$ cat src/rtl/instruction_pkg.sv
// Shared instruction-level types for the fetch/decode boundary.
//   opcode_t       - RV32/RV64 base opcodes recognised by the front end
//   instruction_t  - 32-bit instruction split into its standard fields
//   imm_format_t   - immediate format tag emitted with each instruction
//   skid_state_t   - occupancy of the two-entry skid buffer
package instruction_pkg;

    typedef enum logic [6:0] {
        LoadType   = 7'b0000011,
        Fence      = 7'b0001111,
        AluIType   = 7'b0010011,
        Auipc      = 7'b0010111,
        AluIWType  = 7'b0011011,
        SType      = 7'b0100011,
        AluRType   = 7'b0110011,
        Lui        = 7'b0110111,
        AluRWType  = 7'b0111011,
        BType      = 7'b1100011,
        Jalr       = 7'b1100111,
        Jal        = 7'b1101111,
        SystemType = 7'b1110011
    } opcode_t;

    typedef struct packed {
        logic [6:0] funct7;
        logic [4:0] rs2;
        logic [4:0] rs1;
        logic [2:0] funct3;
        logic [4:0] rd;
        opcode_t    opcode;
    } instruction_t;

    // ImmNone must stay encoded as zero: reset clears stored entries with '0.
    typedef enum logic [2:0] {
        ImmNone = 3'd0,
        ImmI    = 3'd1,
        ImmS    = 3'd2,
        ImmB    = 3'd3,
        ImmU    = 3'd4,
        ImmJ    = 3'd5,
        ImmZ    = 3'd6
    } imm_format_t;

    localparam logic [2:0] SllFunct3       = 3'b001;
    localparam logic [2:0] SrlSraFunct3    = 3'b101;
    // funct3 bit that selects the immediate (zimm) flavour of CSR ops
    localparam int         CsrImmFunct3Bit = 2;

    typedef enum logic [1:0] {
        StEmpty = 2'd0,
        StOne   = 2'd1,
        StFull  = 2'd2
    } skid_state_t;

endpackage

$ cat src/rtl/immediate_extender_stage_imm_decode.sv
// imm_decode: combinational immediate extractor.
//   instruction   in   raw instruction
//   immediate     out  immediate extended to N bits
//   fmt           out  format tag
//   illegal_shamt out  shift amount too wide for the datapath
module imm_decode
    import instruction_pkg::*;
#(
    parameter int N       = 64,
    parameter bit ZIMM_EN = 1'b1
) (
    input  instruction_t   instruction,
    output logic [N-1:0]   immediate,
    output imm_format_t    fmt,
    output logic           illegal_shamt
);

    logic [31:0] raw;
    logic [31:0] imm32;
    logic        is_shift;

    assign raw = instruction;

    always_comb begin
        fmt = ImmNone;
        case (instruction.opcode)
            AluIType, AluIWType, LoadType, Jalr: fmt = ImmI;
            SType:                               fmt = ImmS;
            BType:                               fmt = ImmB;
            Lui, Auipc:                          fmt = ImmU;
            Jal:                                 fmt = ImmJ;
            SystemType: begin
                if (ZIMM_EN && instruction.funct3[CsrImmFunct3Bit])
                    fmt = ImmZ;
            end
            default:                             fmt = ImmNone;
        endcase
    end

    // Every format is first built as a 32-bit value sign-extended from bit 31;
    // zimm has bit 31 clear, so the common widening below zero-extends it.
    always_comb begin
        imm32 = '0;
        case (fmt)
            ImmI: imm32 = {{20{raw[31]}}, raw[31:20]};
            ImmS: imm32 = {{20{raw[31]}}, raw[31:25], raw[11:7]};
            ImmB: imm32 = {{19{raw[31]}}, raw[31], raw[7], raw[30:25], raw[11:8], 1'b0};
            ImmU: imm32 = {raw[31:12], 12'b0};
            ImmJ: imm32 = {{11{raw[31]}}, raw[31], raw[19:12], raw[20], raw[30:21], 1'b0};
            ImmZ: imm32 = {27'b0, raw[19:15]};
            default: imm32 = '0;
        endcase
    end

    generate
        if (N > 32) begin : g_wide
            assign immediate = {{(N-32){imm32[31]}}, imm32};
        end else begin : g_narrow
            assign immediate = imm32[N-1:0];
        end
    endgenerate

    // inst[25] is shamt[5]: only legal for 64-bit non-word shifts.
    assign is_shift = (instruction.funct3 == SllFunct3) ||
                      (instruction.funct3 == SrlSraFunct3);

    always_comb begin
        illegal_shamt = 1'b0;
        if (is_shift && raw[25]) begin
            if (instruction.opcode == AluIWType)
                illegal_shamt = 1'b1;
            else if (instruction.opcode == AluIType && N == 32)
                illegal_shamt = 1'b1;
        end
    end

endmodule

$ cat src/rtl/immediate_extender_stage.sv
// immediate_extender_stage: registered immediate extender between fetch and
// decode, with a two-entry skid buffer so in_ready never depends on out_ready.
//   clock, reset_n        clock and synchronous active-low reset
//   in_valid/in_ready     upstream handshake (in_ready is a flop)
//   in_instruction        incoming instruction
//   out_valid/out_ready   downstream handshake
//   out_instruction       accepted instruction, passed through
//   out_immediate         N-bit extended immediate
//   out_format            immediate format tag
//   out_illegal_shamt     shift amount out of range for N
module immediate_extender_stage
    import instruction_pkg::*;
#(
    parameter int N       = 64,
    parameter bit ZIMM_EN = 1'b1
) (
    input  logic           clock,
    input  logic           reset_n,
    input  logic           in_valid,
    output logic           in_ready,
    input  instruction_t   in_instruction,
    output logic           out_valid,
    input  logic           out_ready,
    output instruction_t   out_instruction,
    output logic [N-1:0]   out_immediate,
    output imm_format_t    out_format,
    output logic           out_illegal_shamt
);

    typedef struct packed {
        instruction_t   instruction;
        logic [N-1:0]   immediate;
        imm_format_t    fmt;
        logic           illegal_shamt;
    } entry_t;

    entry_t       dec_entry;
    entry_t       main_q;
    entry_t       skid_q;
    skid_state_t  state_q;
    skid_state_t  state_d;
    logic         ready_q;
    logic         in_xfer;
    logic         out_xfer;
    logic         load_main_new;
    logic         load_main_skid;
    logic         load_skid;

    imm_decode #(
        .N       (N),
        .ZIMM_EN (ZIMM_EN)
    ) u_imm_decode (
        .instruction   (in_instruction),
        .immediate     (dec_entry.immediate),
        .fmt           (dec_entry.fmt),
        .illegal_shamt (dec_entry.illegal_shamt)
    );

    assign dec_entry.instruction = in_instruction;

    assign in_xfer  = in_valid & ready_q;
    assign out_xfer = (state_q != StEmpty) & out_ready;

    // State register; in_ready is registered from the next state so it is
    // a pure flop output.
    always_ff @(posedge clock) begin
        if (!reset_n) begin
            state_q <= StEmpty;
            ready_q <= 1'b1;
        end else begin
            state_q <= state_d;
            ready_q <= (state_d != StFull);
        end
    end

    // Next state and datapath load enables.
    always_comb begin
        state_d        = state_q;
        load_main_new  = 1'b0;
        load_main_skid = 1'b0;
        load_skid      = 1'b0;
        case (state_q)
            StEmpty: begin
                if (in_xfer) begin
                    state_d       = StOne;
                    load_main_new = 1'b1;
                end
            end
            StOne: begin
                if (in_xfer && out_xfer) begin
                    load_main_new = 1'b1;
                end else if (in_xfer) begin
                    state_d   = StFull;
                    load_skid = 1'b1;
                end else if (out_xfer) begin
                    state_d = StEmpty;
                end
            end
            StFull: begin
                // ready_q is low here, so no input can arrive.
                if (out_xfer) begin
                    state_d        = StOne;
                    load_main_skid = 1'b1;
                end
            end
            default: state_d = StEmpty;
        endcase
    end

    always_ff @(posedge clock) begin
        if (!reset_n) begin
            main_q <= '0;
            skid_q <= '0;
        end else begin
            if (load_main_new)
                main_q <= dec_entry;
            else if (load_main_skid)
                main_q <= skid_q;
            if (load_skid)
                skid_q <= dec_entry;
        end
    end

    // Outputs: the head of the queue always lives in main_q.
    always_comb begin
        out_valid         = (state_q != StEmpty);
        in_ready          = ready_q;
        out_instruction   = main_q.instruction;
        out_immediate     = main_q.immediate;
        out_format        = main_q.fmt;
        out_illegal_shamt = main_q.illegal_shamt;
    end

endmodule

$ cat config.mk
export PLATFORM = sky130hd
export DESIGN_NAME = immediate_extender_stage
export DESIGN_NICKNAME = d
export VERILOG_FILES = /design/src/rtl/instruction_pkg.sv /design/src/rtl/immediate_extender_stage_imm_decode.sv /design/src/rtl/immediate_extender_stage.sv
export SDC_FILE = /design/constraint.sdc
export NUM_CORES = 1
export LEC_CHECK = 0
export BUFFER_PORTS_ARGS = -buffer_cell sky130_fd_sc_hd__buf_2
export CELL_PAD_IN_SITES_DETAIL_PLACEMENT = 1
export CELL_PAD_IN_SITES_GLOBAL_PLACEMENT = 1
export CORE_ASPECT_RATIO = 1.5
export CORE_MARGIN = 2
export CORE_UTILIZATION = 40
export DETAILED_ROUTE_END_ITERATION = 10
export PLACE_DENSITY_LB_ADDON = 0.3
export SETUP_SLACK_MARGIN = 0.15
export SLEW_MARGIN = 20
export SYNTH_ARGS = -nofsm -noshare
export SYNTH_HDL_FRONTEND = slang
export SYNTH_SLANG_ARGS = --single-unit
$ cat constraint.sdc
create_clock -name clock -period 5.44 [get_ports clock]
set_clock_uncertainty 0.15 [all_clocks]
set_input_delay 0.816 -clock clock [delete_from_list [all_inputs] [get_ports clock]]
set_output_delay 0.816 -clock clock [all_outputs]
set_load 0.01 [all_outputs]
# == Word-level counts from Yosys, hierarchy flattened ==
# Cells that the tools add are included.
# op_classes
eq_ne,21
n_bitwise,2
n_mux,20
n_reduce_logical,8
# ops
cell,count
2-to-1 mux 100 bit,2
one-hot mux 32 bit (6 select lines),1
== test 7 bit (second input constant),4
== test 7 x 5 -> 1 bit (second input constant),3
one-hot mux 3 bit (6 select lines),1
== test 7 x 6 -> 1 bit (second input constant),2
== test 3 bit (second input constant),4
2-to-1 mux 2 bit,5
2-to-1 mux 1 bit,8
== test 7 x 2 -> 1 bit (second input constant),1
== test 3 x 1 -> 1 bit (second input constant),2
== test 3 x 2 -> 1 bit (second input constant),2
one-hot mux 2 bit (3 select lines),1
nonzero test 2 bit,2
OR reduction 4 bit,1
2-to-1 mux 3 bit,1
AND 1 bit,2
== test 2 x 1 -> 1 bit (second input constant),1
== test 2 bit (second input constant),1
logical AND 1 bit,2
zero test 2 bit,1
!= test 2 bit (second input constant),1
one-hot mux 1 bit (2 select lines),1
OR reduction 2 bit,1
logical OR 1 bit,1
# word_totals
word_cells,71
output_inout_bits,102
reg_bits,171
inputBits,36

# == Logic depth before layout (Yosys ltp) ==
# Gate-level depths: netlist of the first run.
# logic_depth
word_depth,7
depth_mapped,8
depth_no_buf,5

# == By module ==
# From an unflattened synthesis of the first run, not the netlist that was laid out.
# unflattened
cells_unflattened,1139
hier_area_um2,8944.8
# by_module_without_submodules
mod,seq_area_each_um2,cells_each,area_per_inst_um2,n_inst
immediate_extender_stage,4063.9,1010,8059.0,1
imm_decode,0.0,129,885.8,1

# == Least setup slack after synthesis of the first run ==
# No wires, ideal clock.
# synth_timing
path_kind,input port to flip-flop
from,input port in_instruction[3] (netlist name)
to,"register main_q, in the netlist out_immediate[23]"
path_buffers,2
setup_time_ns,0.149
required_time_ns,5.141
cell_stages,7
arrival_time_ns,2.179
setup_slack_ns,2.963
cell_sequence,buf_2 -> or3b_1 -> a21oi_4 -> nor2_1 -> a211oi_2 -> buf_6 -> a221oi_2
# synth_via
elab_chain_len,6
elab_cells_between_ends,21
classes_between,eq/ne: 16; mux: 3; reduce/logical: 2
# synth_rtl
element,line_no,rtl
from (decl),immediate_extender_stage.sv:21,"input instruction_t in_instruction,"
== test 7 x 2 -> 1 bit (tied with other cells),immediate_extender_stage_imm_decode.sv:26,case (instruction.opcode)
OR reduction 4 bit / OR reduction 2 bit (equally long branches),immediate_extender_stage_imm_decode.sv:26,
one-hot mux 3 bit (6 select lines) (*),immediate_extender_stage_imm_decode.sv:26,
== test 3 bit (tied with other cells),immediate_extender_stage_imm_decode.sv:44,case (fmt)
one-hot mux 32 bit (6 select lines) (*),immediate_extender_stage_imm_decode.sv:44,
2-to-1 mux 100 bit (*),immediate_extender_stage.sv:115,if (load_main_new)
to (signal assigned),immediate_extender_stage.sv:116,main_q <= dec_entry;
to (signal assigned),immediate_extender_stage.sv:118,main_q <= skid_q;
to (decl),immediate_extender_stage.sv:38,entry_t main_q;
# Mark *: on every way between the ends. The rest lies on a longest branch, timed or not.
# A chain may end at the register's enable or synchronous reset.

# == Worst setup path in the final report of the first run ==
# layout_timing
from,input port in_instruction[5] (netlist name)
to,"register main_q, in the netlist out_immediate[28]"
# The elaborated chain is that of the path after synthesis.

==> results of run 1 <==
[state kept, by name (all words and copies together) (netlist names)]
signal,cells
skid_q,68
out_instruction,32
out_immediate,32
state_q,2
out_illegal_shamt,1
out_format,3
in_ready,1
[how the worst max path moves through the flow]
stage	cells after the start	slack (ns)	end	from
after floorplan	7	2.96	out_immediate[23]	in_instruction[3]
after global placement	6	1.93	out_immediate[20]	in_instruction[6]
after detailed placement	6	2.00	out_immediate[24]	in_instruction[5]
after CTS	6	2.44	out_immediate[24]	in_instruction[5]
after global routing	6	2.23	out_immediate[20]	in_instruction[5]
final	6	2.37	out_immediate[28]	in_instruction[5]
[worst max-delay path, delay by kind of cell]
family	cells	cell delay, ns
compound gates	3	1.64
simple gates	2	0.59
buf+inv	1	0.18
[power by group through the flow]
stage / sequential (mW) / clock, mW / combinational [mW]
3_3_place_gp: 1.12 / 0 / 0.267
6_report: 1.11 / 1.17 / 0.285
2_1_floorplan: 1.14 / 0 / 0.153
3_5_place_dp: 1.13 / 0 / 0.280
5_1_grt: 1.11 / 1.23 / 0.311
4_1_cts: 1.11 / 1.18 / 0.282
[cells in the final DEF, fill, tap and decap left out, drive strengths merged, types with 5 or more instances in the layout]
cell type  instances
buf              146
o211ai            10
nand3             10
clkbuf            17
a311oi            37
mux2i             12
and2               5
dfxtp            139
nand2            172
a31oi             19
inv               11
a21oi             83
nor2              46
mux2              11
a222oi             8
o21ai             36
a221oi            11
[metal layers]
| layer | wire length [um] | track usage [%] | share of wire [%] |
|---|---|---|---|
| met1 | 8209 | 27.48 | 41 |
| met2 | 10580 | 44.79 | 52 |
| met3 | 852 | 4.498 | 4.2 |
| met4 | 605 | 10.84 | 3.0 |
| met5 | 0 | 0 | 0 |
[per-stage QoR]
stage	worst slack (ns)	instance area, sq um
6_report	2.371	7302
4_1_cts	2.437	7262
5_1_grt	2.230	7302
3_3_place_gp	1.927	6665
2_1_floorplan	2.963	6200
3_5_place_dp	1.996	6673
[logic make-up after synthesis]
kind of cell / Yosys count / share of synthesized area (%)
multiplexers: 23 / 3.936
buffers and inverters: 101 / 9.062
AO/OA/AOI/OAI: 218 / 24.38
AND/OR/NAND/NOR: 259 / 17.74
flip-flops: 139 / 44.88
[layout make-up]
type / count / area share [%]
clock buffers: 17 / 5.826
clock inverters: 15 / 2.245
inverters: 6 / 0.3256
multi-input cells: 500 / 39.43
flip-flops and latches: 139 / 38.11
well taps: 199 / 3.410
repair buffers: 146 / 10.66
==> insert_results.sql, run 1 <==
INSERT INTO impl_metrics (metric_group, metric, value, unit) VALUES
('sta', 'fmaxAchievable', '325.9', 'MHz'),
('synth', 'async_flop_share', '0', '%'),
('power_and_ir_drop', 'pwr-share-seq', '43.1', '%'),
('cts', 'htreeDepth', '4', ''),
('floorplan', 'die_height', '156.5', 'um'),
('power_and_ir_drop', 'ir_drop', '185.7', 'uV'),
('sta', 'setup_repair_after_global_routing_missed_its_margin', 'false', ''),
('outcome', 'run_status', 'finished, final reports clean', ''),
('critical_path', 'timing.critical_path.cells', 'buf_2 > nor2b_1 > nand3_1 > a21oi_2 > a211oi_4 > a221oi_2', ''),
('synth', 'synth.lib_cells_used.distinct', '53', ''),
('global_routing', 'globalRoute.totalOverflow', '0', ''),
('critical_path', 'r2r_slack', '2.84', 'ns'),
('synth', 'most_used_flip_flop_cell_after_synthesis', 'sky130_fd_sc_hd__dfxtp_1', ''),
('cts', 'cts.hold.buffers_added', '0', ''),
('cts', 'maximum_clock_path_buffer_count', '2', ''),
('route', 'drt-pass1-iter-count', '5', ''),
('synth', 'postSynthAreaPerCell', '8.378', 'sq um'),
('sta', 'timing.hold.ws', '0.3027', 'ns'),
('synth', 'synth_sequential_area_ratio', '44.88', '%'),
('synth', 'synth.top_cell.area_share', '44.88', '%'),
('synth', 'mappedNetlistNets', '776', ''),
('power_and_ir_drop', 'p_per_area', '351.0', 'nW/um^2'),
('power_and_ir_drop', 'totalPowerFinal', '2.563', 'mW'),
('sta', 'hold_viol_final', '0', ''),
('critical_path', 'worst_path_largest_cell_delay', '0.92', 'ns'),
('critical_path', 'r2r.worst_path.cells', '5', ''),
('critical_path', 'crit_path_max_delay_cell_type', 'sky130_fd_sc_hd__a21oi_2', ''),
('synth', 'synth_enable_flop_cells', '0', ''),
('layout', 'num-nets-final', '846', ''),
('critical_path', 'criticalPathCategory', 'in2reg', ''),
('route', 'first_iteration_detailed_routing_drc_count', '331', ''),
('floorplan', 'io-pin-count', '138', ''),
('layout', 'final_core_util', '48.23', '%'),
('sta', 'setup_total_negative_slack', '0', 'ns'),
('sta', 'final-max-slew-violation-count', '0', ''),
('critical_path', 'startpoint_type', 'input pin', ''),
('synth', 'synth_top_cells_by_area', 'sky130_fd_sc_hd__dfxtp_1 (45%), sky130_fd_sc_hd__nand2_1 (10%), sky130_fd_sc_hd__a21oi_1 (6.5%)', ''),
('layout', 'multiInputGateArea', '2879', 'sq um'),
('route', 'detail_route.drc_violations', '0', ''),
('power_and_ir_drop', 'p_clk_share', '45.8', '%'),
('cts', 'post-cts-setup-buffer-count', '0', ''),
('worst_hold_path', 'hold_path.startpoint', 'skid_q[12]', ''),
('critical_path', 'reg2reg_to', 'out_immediate[20]', ''),
('cts', 'path_clk_slew', '0.06', 'ns'),
('power_and_ir_drop', 'switching_power', '0.7063', 'mW'),
('synth', 'synth_most_common_cell', 'sky130_fd_sc_hd__nand2_1', ''),
('power_and_ir_drop', 'p_leak', '2.836', 'nW'),
('floorplan', 'placementRows', '55', ''),
('worst_hold_path', 'hold_path_end', 'skid_q[12]', ''),
('global_routing', 'grt_first_pass_wirelength', '31950', 'um'),
('route', 'ant_nets_after_route', '0', ''),
('layout', 'ff_latch_area', '2783', 'sq um'),
('floorplan', 'floorplan.initialDensity', '40.95', '%'),
('route', 'detailroute.via_count', '5861', ''),
('synth', 'yosys_warnings', '0', ''),
('synth', 'synth.top_cells.by_count', 'sky130_fd_sc_hd__nand2_1 (171), sky130_fd_sc_hd__dfxtp_1 (139), sky130_fd_sc_hd__a21oi_1 (80), sky130_fd_sc_hd__nor2_1 (46), sky130_fd_sc_hd__clkbuf_1 (38)', ''),
('cts', 'cts_sinks', '139', ''),
('cts', 'cts-resized-gates', '0', ''),
('route', 'wl_per_cell', '19.82', 'um'),
('layout', 'final_layout_size_suffix_gt1_share', '26.12', '%'),
('worst_hold_path', 'whs_path_depth', '2', ''),
('floorplan', 'die-width', '105.7', 'um'),
('cts', 'cts-buffers-inserted', '17', ''),
('global_routing', 'first_global_vias', '5955', ''),
('floorplan', 'floorplan.die_area', '16530', 'sq um'),
('synth', 'postSynthRegisterBits', '139', ''),
('sta', 'worst-slew-pin-transition', '1.097', 'ns'),
('layout', 'final.fill_count', '1861', ''),
('power_and_ir_drop', 'cell_internal_power', '1.857', 'mW'),
('critical_path', 'worstPathRequired', '5.61', 'ns'),
('layout', 'area_delta_synth_final', '17.78', '%');
Note: power is estimated with default switching activity, not from simulation.
==> inputs of run 2 (changes only) <==
--- a/config.mk
+++ b/config.mk
@@ -5,12 +5,13 @@
 export SDC_FILE = /design/constraint.sdc
 export NUM_CORES = 1
 export LEC_CHECK = 0
+export ABC_AREA = 1
 export BUFFER_PORTS_ARGS = -buffer_cell sky130_fd_sc_hd__buf_2
 export CELL_PAD_IN_SITES_DETAIL_PLACEMENT = 1
 export CELL_PAD_IN_SITES_GLOBAL_PLACEMENT = 1
 export CORE_ASPECT_RATIO = 1.5
 export CORE_MARGIN = 2
-export CORE_UTILIZATION = 40
+export CORE_UTILIZATION = 39
 export DETAILED_ROUTE_END_ITERATION = 10
 export PLACE_DENSITY_LB_ADDON = 0.3
 export SETUP_SLACK_MARGIN = 0.15
==> constraint.sdc (replaced) <==
create_clock -name clock -period 3 [get_ports clock]
set_clock_uncertainty 0.15 [all_clocks]
set_input_delay 0.45 -clock clock [delete_from_list [all_inputs] [get_ports clock]]
set_output_delay 0.45 -clock clock [all_outputs]
set_load 0.01 [all_outputs]
==> run 2 against run 1 <==
  * First-iteration DRC count down 14%
  * Sequential power up 84%
  * Cell count up 17%
  * Register-to-register slack worse by 2.1 ns
  * Largest cell class unchanged
  * Largest power group unchanged
==> insert_results.sql, run 2 <==
INSERT INTO impl_metrics (metric_group, metric, value, unit) VALUES
('outcome', 'run_status', 'finished, final reports clean', ''),
('floorplan', 'floorplan.die_area', '17560', 'sq um'),
('critical_path', 'worstPathRequired', '3.18', 'ns'),
('layout', 'num-nets-final', '1008', ''),
('synth', 'synth-adder-area-share', '0', '%'),
('floorplan', 'die-width', '108.9', 'um'),
('power_and_ir_drop', 'combPwrFrac', '13.1', '%'),
('synth', 'most_used_flip_flop_cell_after_synthesis', 'sky130_fd_sc_hd__dfxtp_1', ''),
('global_routing', 'largest_net_degree_at_the_start_of_global_routing', '68', ''),
('critical_path', 'startpoint_type', 'register', ''),
('floorplan', 'placementRows', '57', ''),
('floorplan', 'die_height', '161.3', 'um'),
('synth', 'synth_largest_area_cell', 'sky130_fd_sc_hd__dfxtp_1', ''),
('synth', 'main_combinational_cell_family_by_area_after_synthesis', 'simple AND/OR/NAND/NOR gates', ''),
('cts', 'cts_sinks', '139', ''),
('synth', 'synth.top_cells.by_count', 'sky130_fd_sc_hd__nand2_1 (269), sky130_fd_sc_hd__dfxtp_1 (139), sky130_fd_sc_hd__a21oi_1 (72), sky130_fd_sc_hd__inv_1 (67), sky130_fd_sc_hd__a31oi_1 (53)', ''),
('layout', 'final_common_cell', 'sky130_fd_sc_hd__nand2_1', ''),
('synth', 'synth_area_in_compound_gates', '19.56', '%'),
('synth', 'synth_area', '6434', 'sq um'),
('layout', 'final_core_util', '47.28', '%'),
('cts', 'cts_root_buffer', 'sky130_fd_sc_hd__clkbuf_16', ''),
('power_and_ir_drop', 'p_clk_share', '46.2', '%'),
('synth', 'synth_sequential_area_ratio', '43.25', '%'),
('placed_design', 'place.detailed.instances', '1159', ''),
('synth', 'synth_simple_gate_area_share', '24.76', '%'),
('global_routing', 'globalRoute.totalOverflow', '0', ''),
('sta', 'report.final.setup_viol', '0', ''),
('route', 'detailroute.via_count', '6331', ''),
('global_routing', 'grt_first_pass_wirelength', '33130', 'um'),
('synth', 'synth_top_cells_by_area', 'sky130_fd_sc_hd__dfxtp_1 (43%), sky130_fd_sc_hd__nand2_1 (16%), sky130_fd_sc_hd__a21oi_1 (5.6%)', ''),
('cts', 'cts-resized-gates', '0', ''),
('critical_path', 'criticalPathCategory', 'reg2reg', ''),
('power_and_ir_drop', 'p_sw_share', '26.73', '%'),
('power_and_ir_drop', 'cell_internal_power', '3.680', 'mW'),
('cts', 'post-cts-setup-buffer-count', '0', ''),
('route', 'wl_per_cell', '17.39', 'um'),
('synth', 'postSynthAreaPerCell', '7.196', 'sq um'),
('route', 'drt-vias-per-instance', '5.316', ''),
('synth', 'synth.lib_cells_used.distinct', '32', ''),
('layout', 'area_delta_synth_final', '18.96', '%'),
('critical_path', 'crit_path_max_fanout', '46', ''),
('power_and_ir_drop', 'pwr-share-seq', '40.7', '%'),
('sta', 'timing.hold.ws', '0.1764', 'ns'),
('layout', 'final_layout_size_suffix_gt1_share', '20.53', '%'),
('cts', 'maximum_clock_path_buffer_count', '2', ''),
('global_routing', 'first_global_vias', '6226', ''),
('global_routing', 'initial_antenna_violation_count', '1', ''),
('synth', 'postSynthRegisterBits', '139', ''),
('sta', 'worst-slew-pin-transition', '0.7939', 'ns'),
('route', 'drt-pass1-iter-count', '4', ''),
('floorplan', 'io-pin-count', '138', ''),
('sta', 'setup_repair_after_global_routing_missed_its_margin', 'false', ''),
('run', 'cap_viol_max_count', '0', ''),
('sta', 'worst_slew_margin_rel', '47.00', '%'),
('layout', 'largest_register_ffs', '68', ''),
('layout', 'largest-register', 'skid_q', ''),
('power_and_ir_drop', 'ir_drop', '311.5', 'uV'),
('global_routing', 'grt_resource_usage_total', '23.99', '%'),
('cts', 'tritoncts', 'yes', ''),
('critical_path', 'cp.arrival', '2.42', 'ns'),
('route', 'first_iteration_detailed_routing_drc_count', '284', ''),
('worst_hold_path', 'holdCritPathClass', 'in2reg', ''),
('sta', 'post-route-period-util', '74.55', '%'),
('synth', 'yosys_warnings', '0', ''),
('placed_design', 'port-buffer-count', '137', ''),
('route', 'ant_nets_after_route', '0', ''),
('synth', 'synth.top_cell.area_share', '43.25', '%'),
('synth', 'synth_most_common_cell', 'sky130_fd_sc_hd__nand2_1', ''),
('layout', 'final.fill_count', '2086', ''),
('route', 'routed_wl', '20710', 'um'),
('cts', 'path_clk_slew', '0.06', 'ns'),
('synth', 'async_flop_share', '0', '%'),
('power_and_ir_drop', 'switching_power', '1.342', 'mW'),
('power_and_ir_drop', 'totalPowerFinal', '5.022', 'mW'),
('synth', 'netlist_instances', '894', ''),
('synth', 'mappedNetlistNets', '930', ''),
('layout', 'finish.cell_count_without_fillers', '1191', ''),
('placed_design', 'total_half_perimeter_wirelength_after_legalization_and_detailed_placement', '13530', 'um'),
('floorplan', 'floorplan.initialDensity', '39.74', '%'),
('sta', 'final-max-slew-violation-count', '0', ''),
('layout', 'leading_cell_types_in_the_layout_fill_and_taps_excluded', 'sky130_fd_sc_hd__nand2_1 (269), sky130_fd_sc_hd__dfxtp_1 (139), sky130_fd_sc_hd__buf_2 (137)', ''),
('sta', 'setup_total_negative_slack', '0', 'ns'),
('synth', 'muxShareOfSynthArea', '0', '%'),
('placed_design', 'globalplace.congestion', '0.8307', ''),
('critical_path', 'setup.worst_path.end_class', 'register', ''),
('cts', 'cts.hold.buffers_added', '0', ''),
('cts', 'worstSkewPairLatency', '0.41', 'ns'),
('power_and_ir_drop', 'p_per_area', '656.1', 'nW/um^2'),
('cts', 'cts-buffers-inserted', '17', ''),
('route', 'detail_route.drc_violations', '0', ''),
('cts', 'htreeDepth', '4', ''),
('sta', 'fmaxAchievable', '447.1', 'MHz'),
('sta', 'timing.final.crit_period', '2.237', 'ns'),
('synth', 'synth_enable_flop_cells', '0', ''),
('power_and_ir_drop', 'p_leak', '3.559', 'nW'),
('sta', 'hold_viol_final', '0', ''),
('synth', 'synth-xor-area-share', '0', '%'),
('floorplan', 'area_of_the_core', '16190', 'sq um');
[run 2: cell types whose count changed in the layout (fill, tap and decap cells not counted), sizes merged, moves of 11 or more]
cell	before	now
a311oi	37	1
mux2	11	0
nand4	2	34
nor2	46	35
a221oi	11	0
mux2i	12	0
o21a	0	16
inv	11	78
nand2	172	271
o21ai	36	47
a31oi	19	53
nand3	10	31
[run 2: area by class of cell]
type	instances	area [sq um]	share of cell area, %
multi-input combinational	587	2851	37.26
tap	206	257.7	3.368
clock inverter	13	216.5	2.828
sequential	139	2783	36.36
clock buffer	18	429.2	5.607
timing repair buffer	151	828.3	10.82
inverter	76	285.3	3.727
antenna	1	2.502	0.03270
[run 2: worst paths after layout]
path / startpoint / endpoint / slack [ns] / cells past startpoint
setup / recovery: state_q[0] / out_immediate[12] / 0.76 / 9
hold / removal: in_instruction[1] / skid_q[69] / 0.18 / 3
setup reg to reg: state_q[0] / out_immediate[12] / 0.76 / 9
hold reg to reg: skid_q[79] / skid_q[79] / 0.32 / 2
[run 2: logic make-up after synthesis]
kind of cell	after synthesis
AO/OA/AOI/OAI	214
flip-flops	139
buffers and inverters	168
AND/OR/NAND/NOR	373
[run 2: stage by stage]
step | cell area (sq um) | setup WS (ns)
after global routing | 7654 | 0.5744
after detailed placement | 7005 | 0.5932
final | 7654 | 0.7635
after global placement | 7005 | 0.6466
after floorplan | 6434 | 1.259
after CTS | 7651 | 0.7292
[run 2: critical path: stages (launching register included)]
cell and delay, ns:
sky130_fd_sc_hd__dfxtp_1 0.33, sky130_fd_sc_hd__inv_1 0.13, sky130_fd_sc_hd__nand2_1 0.09, sky130_fd_sc_hd__nand2_1 0.10
sky130_fd_sc_hd__nand2_1 0.07, sky130_fd_sc_hd__nand2_1 0.10, sky130_fd_sc_hd__inv_2 0.19, sky130_fd_sc_hd__nor2_8 0.63
sky130_fd_sc_hd__a22oi_1 0.17, sky130_fd_sc_hd__a21oi_1 0.19
[run 2: power by group through the flow]
| stage | Sequential [mW] | Combinational (mW) | Clock, mW |
|---|---|---|---|
| detailed placement | 2.08 | 0.658 | 0 |
| CTS | 2.04 | 0.665 | 2.36 |
| global placement | 2.08 | 0.646 | 0 |
| floorplan | 2.10 | 0.421 | 0 |
| global route | 2.06 | 0.737 | 2.43 |
| finish | 2.04 | 0.658 | 2.32 |
[run 2: layer usage]
layer,vias up,global-route usage (%),part of all wire [%]
met5,-,0,0
met4,0,6.527,1.1
met3,16,3.632,4.0
met2,154,41.93,51
met1,3071,30.29,44
li1,3090,-,-
==> inputs of run 3 (changes only) <==
==> constraint.sdc (replaced) <==
create_clock -name clock -period 2.3 [get_ports clock]
set_clock_uncertainty 0.15 [all_clocks]
set_input_delay 0.345 -clock clock [delete_from_list [all_inputs] [get_ports clock]]
set_output_delay 0.345 -clock clock [all_outputs]
set_load 0.01 [all_outputs]
==> run 3 against run 2 <==
  * Largest cell class unchanged
  * Largest power group unchanged
  * Critical endpoint is now out_instruction[6]
  * Maximum frequency rose by 17%
  * Clock-buffer cell count unchanged
  * First-iteration DRC count rose by 17%
==> insert_results.sql, run 3 (same netlist as run 2, synthesis figures left out) <==
INSERT INTO impl_metrics (metric_group, metric, value, unit) VALUES
('sta', 'post-route-period-util', '83.47', '%'),
('global_routing', 'largest_net_degree_at_the_start_of_global_routing', '83', ''),
('route', 'first_iteration_detailed_routing_drc_count', '331', ''),
('floorplan', 'placementRows', '57', ''),
('layout', 'multiInputGateArea', '2851', 'sq um'),
('power_and_ir_drop', 'p_clk_share', '46.1', '%'),
('route', 'drt-vias-per-instance', '5.356', ''),
('route', 'ant_nets_after_route', '0', ''),
('critical_path', 'criticalPathCategory', 'reg2reg', ''),
('power_and_ir_drop', 'ir_drop', '425.6', 'uV'),
('route', 'wl_per_cell', '17.64', 'um'),
('critical_path', 'cp.arrival', '2.11', 'ns'),
('layout', 'area_delta_synth_final', '20.17', '%'),
('layout', 'final_layout_size_suffix_gt1_share', '21.43', '%'),
('cts', 'tritoncts', 'yes', ''),
('critical_path', 'reg2reg_to', 'out_instruction[6]', ''),
('layout', 'postLayoutCellArea', '7731', 'sq um'),
('worst_hold_path', 'hold_path_end', 'out_instruction[13]', ''),
('sta', 'timing.final.crit_period', '1.920', 'ns'),
('route', 'drt-pass1-iter-count', '4', ''),
('placed_design', 'pre_cts_ws', '0.2609', 'ns'),
('floorplan', 'floorplan.die_area', '17560', 'sq um'),
('layout', 'diodes', '0', ''),
('cts', 'cts-buffers-inserted', '17', ''),
('cts', 'cts-resized-gates', '0', ''),
('outcome', 'run_status', 'finished, final reports clean', ''),
('cts', 'path_clk_slew', '0.06', 'ns'),
('sta', 'fmaxAchievable', '520.9', 'MHz'),
('sta', 'worst-slew-pin-transition', '0.5431', 'ns'),
('power_and_ir_drop', 'switching_power', '1.824', 'mW'),
('global_routing', 'globalRoute.totalOverflow', '0', ''),
('layout', 'leading_cell_types_in_the_layout_fill_and_taps_excluded', 'sky130_fd_sc_hd__nand2_1 (269), sky130_fd_sc_hd__dfxtp_1 (139), sky130_fd_sc_hd__buf_2 (137)', ''),
('critical_path', 'startpoint_type', 'register', ''),
('placed_design', 'globalplace.congestion', '0.8709', ''),
('placed_design', 'placed_cell_areas', '7086', 'sq um'),
('global_routing', 'initial_antenna_violation_count', '0', ''),
('critical_path', 'crit_path_max_fanout', '29', ''),
('cts', 'worstSkewPairLatency', '0.42', 'ns'),
('cts', 'cts.hold.buffers_added', '0', ''),
('sta', 'hold_viol_final', '0', ''),
('floorplan', 'area_of_the_core', '16190', 'sq um'),
('floorplan', 'die-width', '108.9', 'um'),
('power_and_ir_drop', 'p_per_area', '850.8', 'nW/um^2'),
('placed_design', 'total_half_perimeter_wirelength_after_legalization_and_detailed_placement', '14400', 'um'),
('layout', 'ff_latch_area', '2783', 'sq um'),
('power_and_ir_drop', 'cell_internal_power', '4.754', 'mW'),
('sta', 'setup_total_negative_slack', '0', 'ns'),
('power_and_ir_drop', 'p_sw_share', '27.72', '%'),
('cts', 'post-cts-setup-buffer-count', '0', ''),
('sta', 'worst_slack', '0.3803', 'ns'),
('cts', 'cts_root_buffer', 'sky130_fd_sc_hd__clkbuf_16', ''),
('sta', 'worst_slew_margin_rel', '63.79', '%'),
('run', 'cap_viol_max_count', '0', ''),
('global_routing', 'grt_first_pass_wirelength', '34130', 'um'),
('sta', 'final-max-slew-violation-count', '0', ''),
('route', 'detail_route.drc_violations', '0', ''),
('critical_path', 'r2r_slack', '0.38', 'ns'),
('floorplan', 'floorplan.initialDensity', '39.74', '%'),
('layout', 'largest_register_ffs', '68', ''),
('floorplan', 'io-pin-count', '138', ''),
('critical_path', 'r2r.worst_path.cells', '9', ''),
('worst_hold_path', 'whs_path_depth', '3', ''),
('power_and_ir_drop', 'p_leak', '3.615', 'nW'),
('sta', 'setup_repair_after_global_routing_missed_its_margin', 'false', ''),
('cts', 'htreeDepth', '4', ''),
('placed_design', 'port-buffer-count', '137', ''),
('critical_path', 'worstPathRequired', '2.49', 'ns'),
('power_and_ir_drop', 'combPwrFrac', '13.5', '%'),
('layout', 'largest-register', 'skid_q', ''),
('global_routing', 'grt_resource_usage_total', '24.91', '%'),
('power_and_ir_drop', 'pwr-share-seq', '40.4', '%'),
('route', 'detailroute.via_count', '6427', ''),
('worst_hold_path', 'hold_path.startpoint', 'in_instruction[13]', ''),
('floorplan', 'die_height', '161.3', 'um'),
('sta', 'report.final.setup_viol', '0', ''),
('layout', 'num-nets-final', '1017', ''),
('route', 'routed_wl', '21160', 'um'),
('critical_path', 'r2r_start', 'state_q[0]', ''),
('worst_hold_path', 'holdCritPathClass', 'in2reg', ''),
('critical_path', 'setup.worst_path.end_class', 'register', ''),
('layout', 'final_common_cell', 'sky130_fd_sc_hd__nand2_1', ''),
('layout', 'final.fill_count', '2109', ''),
('global_routing', 'first_global_vias', '6475', ''),
('cts', 'cts_sinks', '139', ''),
('cts', 'maximum_clock_path_buffer_count', '2', '');
[run 3: how the worst max path moves through the flow]
stage	from	to	slack, ns	cells after the start
6_report	state_q[0]	out_instruction[6]	0.38	9
5_1_grt	state_q[1]	out_format[0]	0.20	11
4_1_cts	state_q[1]	out_instruction[6]	0.37	9
3_5_place_dp	in_instruction[2]	skid_q[11]	0.26	10
3_3_place_gp	in_instruction[4]	out_immediate[6]	0.32	9
2_1_floorplan	in_instruction[4]	out_immediate[22]	0.66	11
[run 3: through the flow]
step / total power, mW / std cells / util, % / hold slack, ns
after floorplan: 3.286 / 894 / - / 0.2954
after global placement: 3.577 / 1168 / 43.77 / 0.3019
after detailed placement: 3.599 / 1168 / 43.77 / 0.3065
after CTS: 6.621 / 1200 / 47.75 / 0.05739
after global routing: 6.843 / 1200 / 47.75 / 0.07844
final: 6.578 / 1200 / 47.75 / 0.06278
[run 3: area by class of cell]
class / count / share of cell area [%]
Inverter: 76 / 3.690
Clock buffer: 18 / 5.681
Sequential cell: 139 / 35.99
Multi-Input combinational cell: 587 / 36.88
Timing Repair Buffer: 160 / 11.75
Tap cell: 206 / 3.334
Clock inverter: 14 / 2.670
[run 3: metal layers]
| metal | track usage, % | up-vias | part of all wire, % |
|---|---|---|---|
| li1 | - | 3104 | - |
| met1 | 30.11 | 3119 | 42 |
| met2 | 44.49 | 175 | 52 |
| met3 | 3.309 | 29 | 4.5 |
| met4 | 8.566 | 0 | 1.7 |
| met5 | 0 | - | 0 |
[run 3: critical path: stages, from the launching register on]
cell and delay (ns):
sky130_fd_sc_hd__dfxtp_1 0.37, sky130_fd_sc_hd__inv_1 0.12, sky130_fd_sc_hd__nand2_1 0.11, sky130_fd_sc_hd__nand2_1 0.09, sky130_fd_sc_hd__nand2_1 0.07, sky130_fd_sc_hd__nand2_1 0.07, sky130_fd_sc_hd__inv_2 0.13, sky130_fd_sc_hd__buf_4 0.35
sky130_fd_sc_hd__nand2_1 0.17, sky130_fd_sc_hd__a31oi_1 0.19
[run 3: power by group through the flow]
| stage | sequential (mW) | combinational [mW] | clock (mW) |
|---|---|---|---|
| 2_1_floorplan | 2.74 | 0.549 | 0 |
| 3_3_place_gp | 2.70 | 0.875 | 0 |
| 3_5_place_dp | 2.71 | 0.894 | 0 |
| 4_1_cts | 2.66 | 0.901 | 3.06 |
| 5_1_grt | 2.67 | 0.995 | 3.17 |
| 6_report | 2.66 | 0.888 | 3.03 |
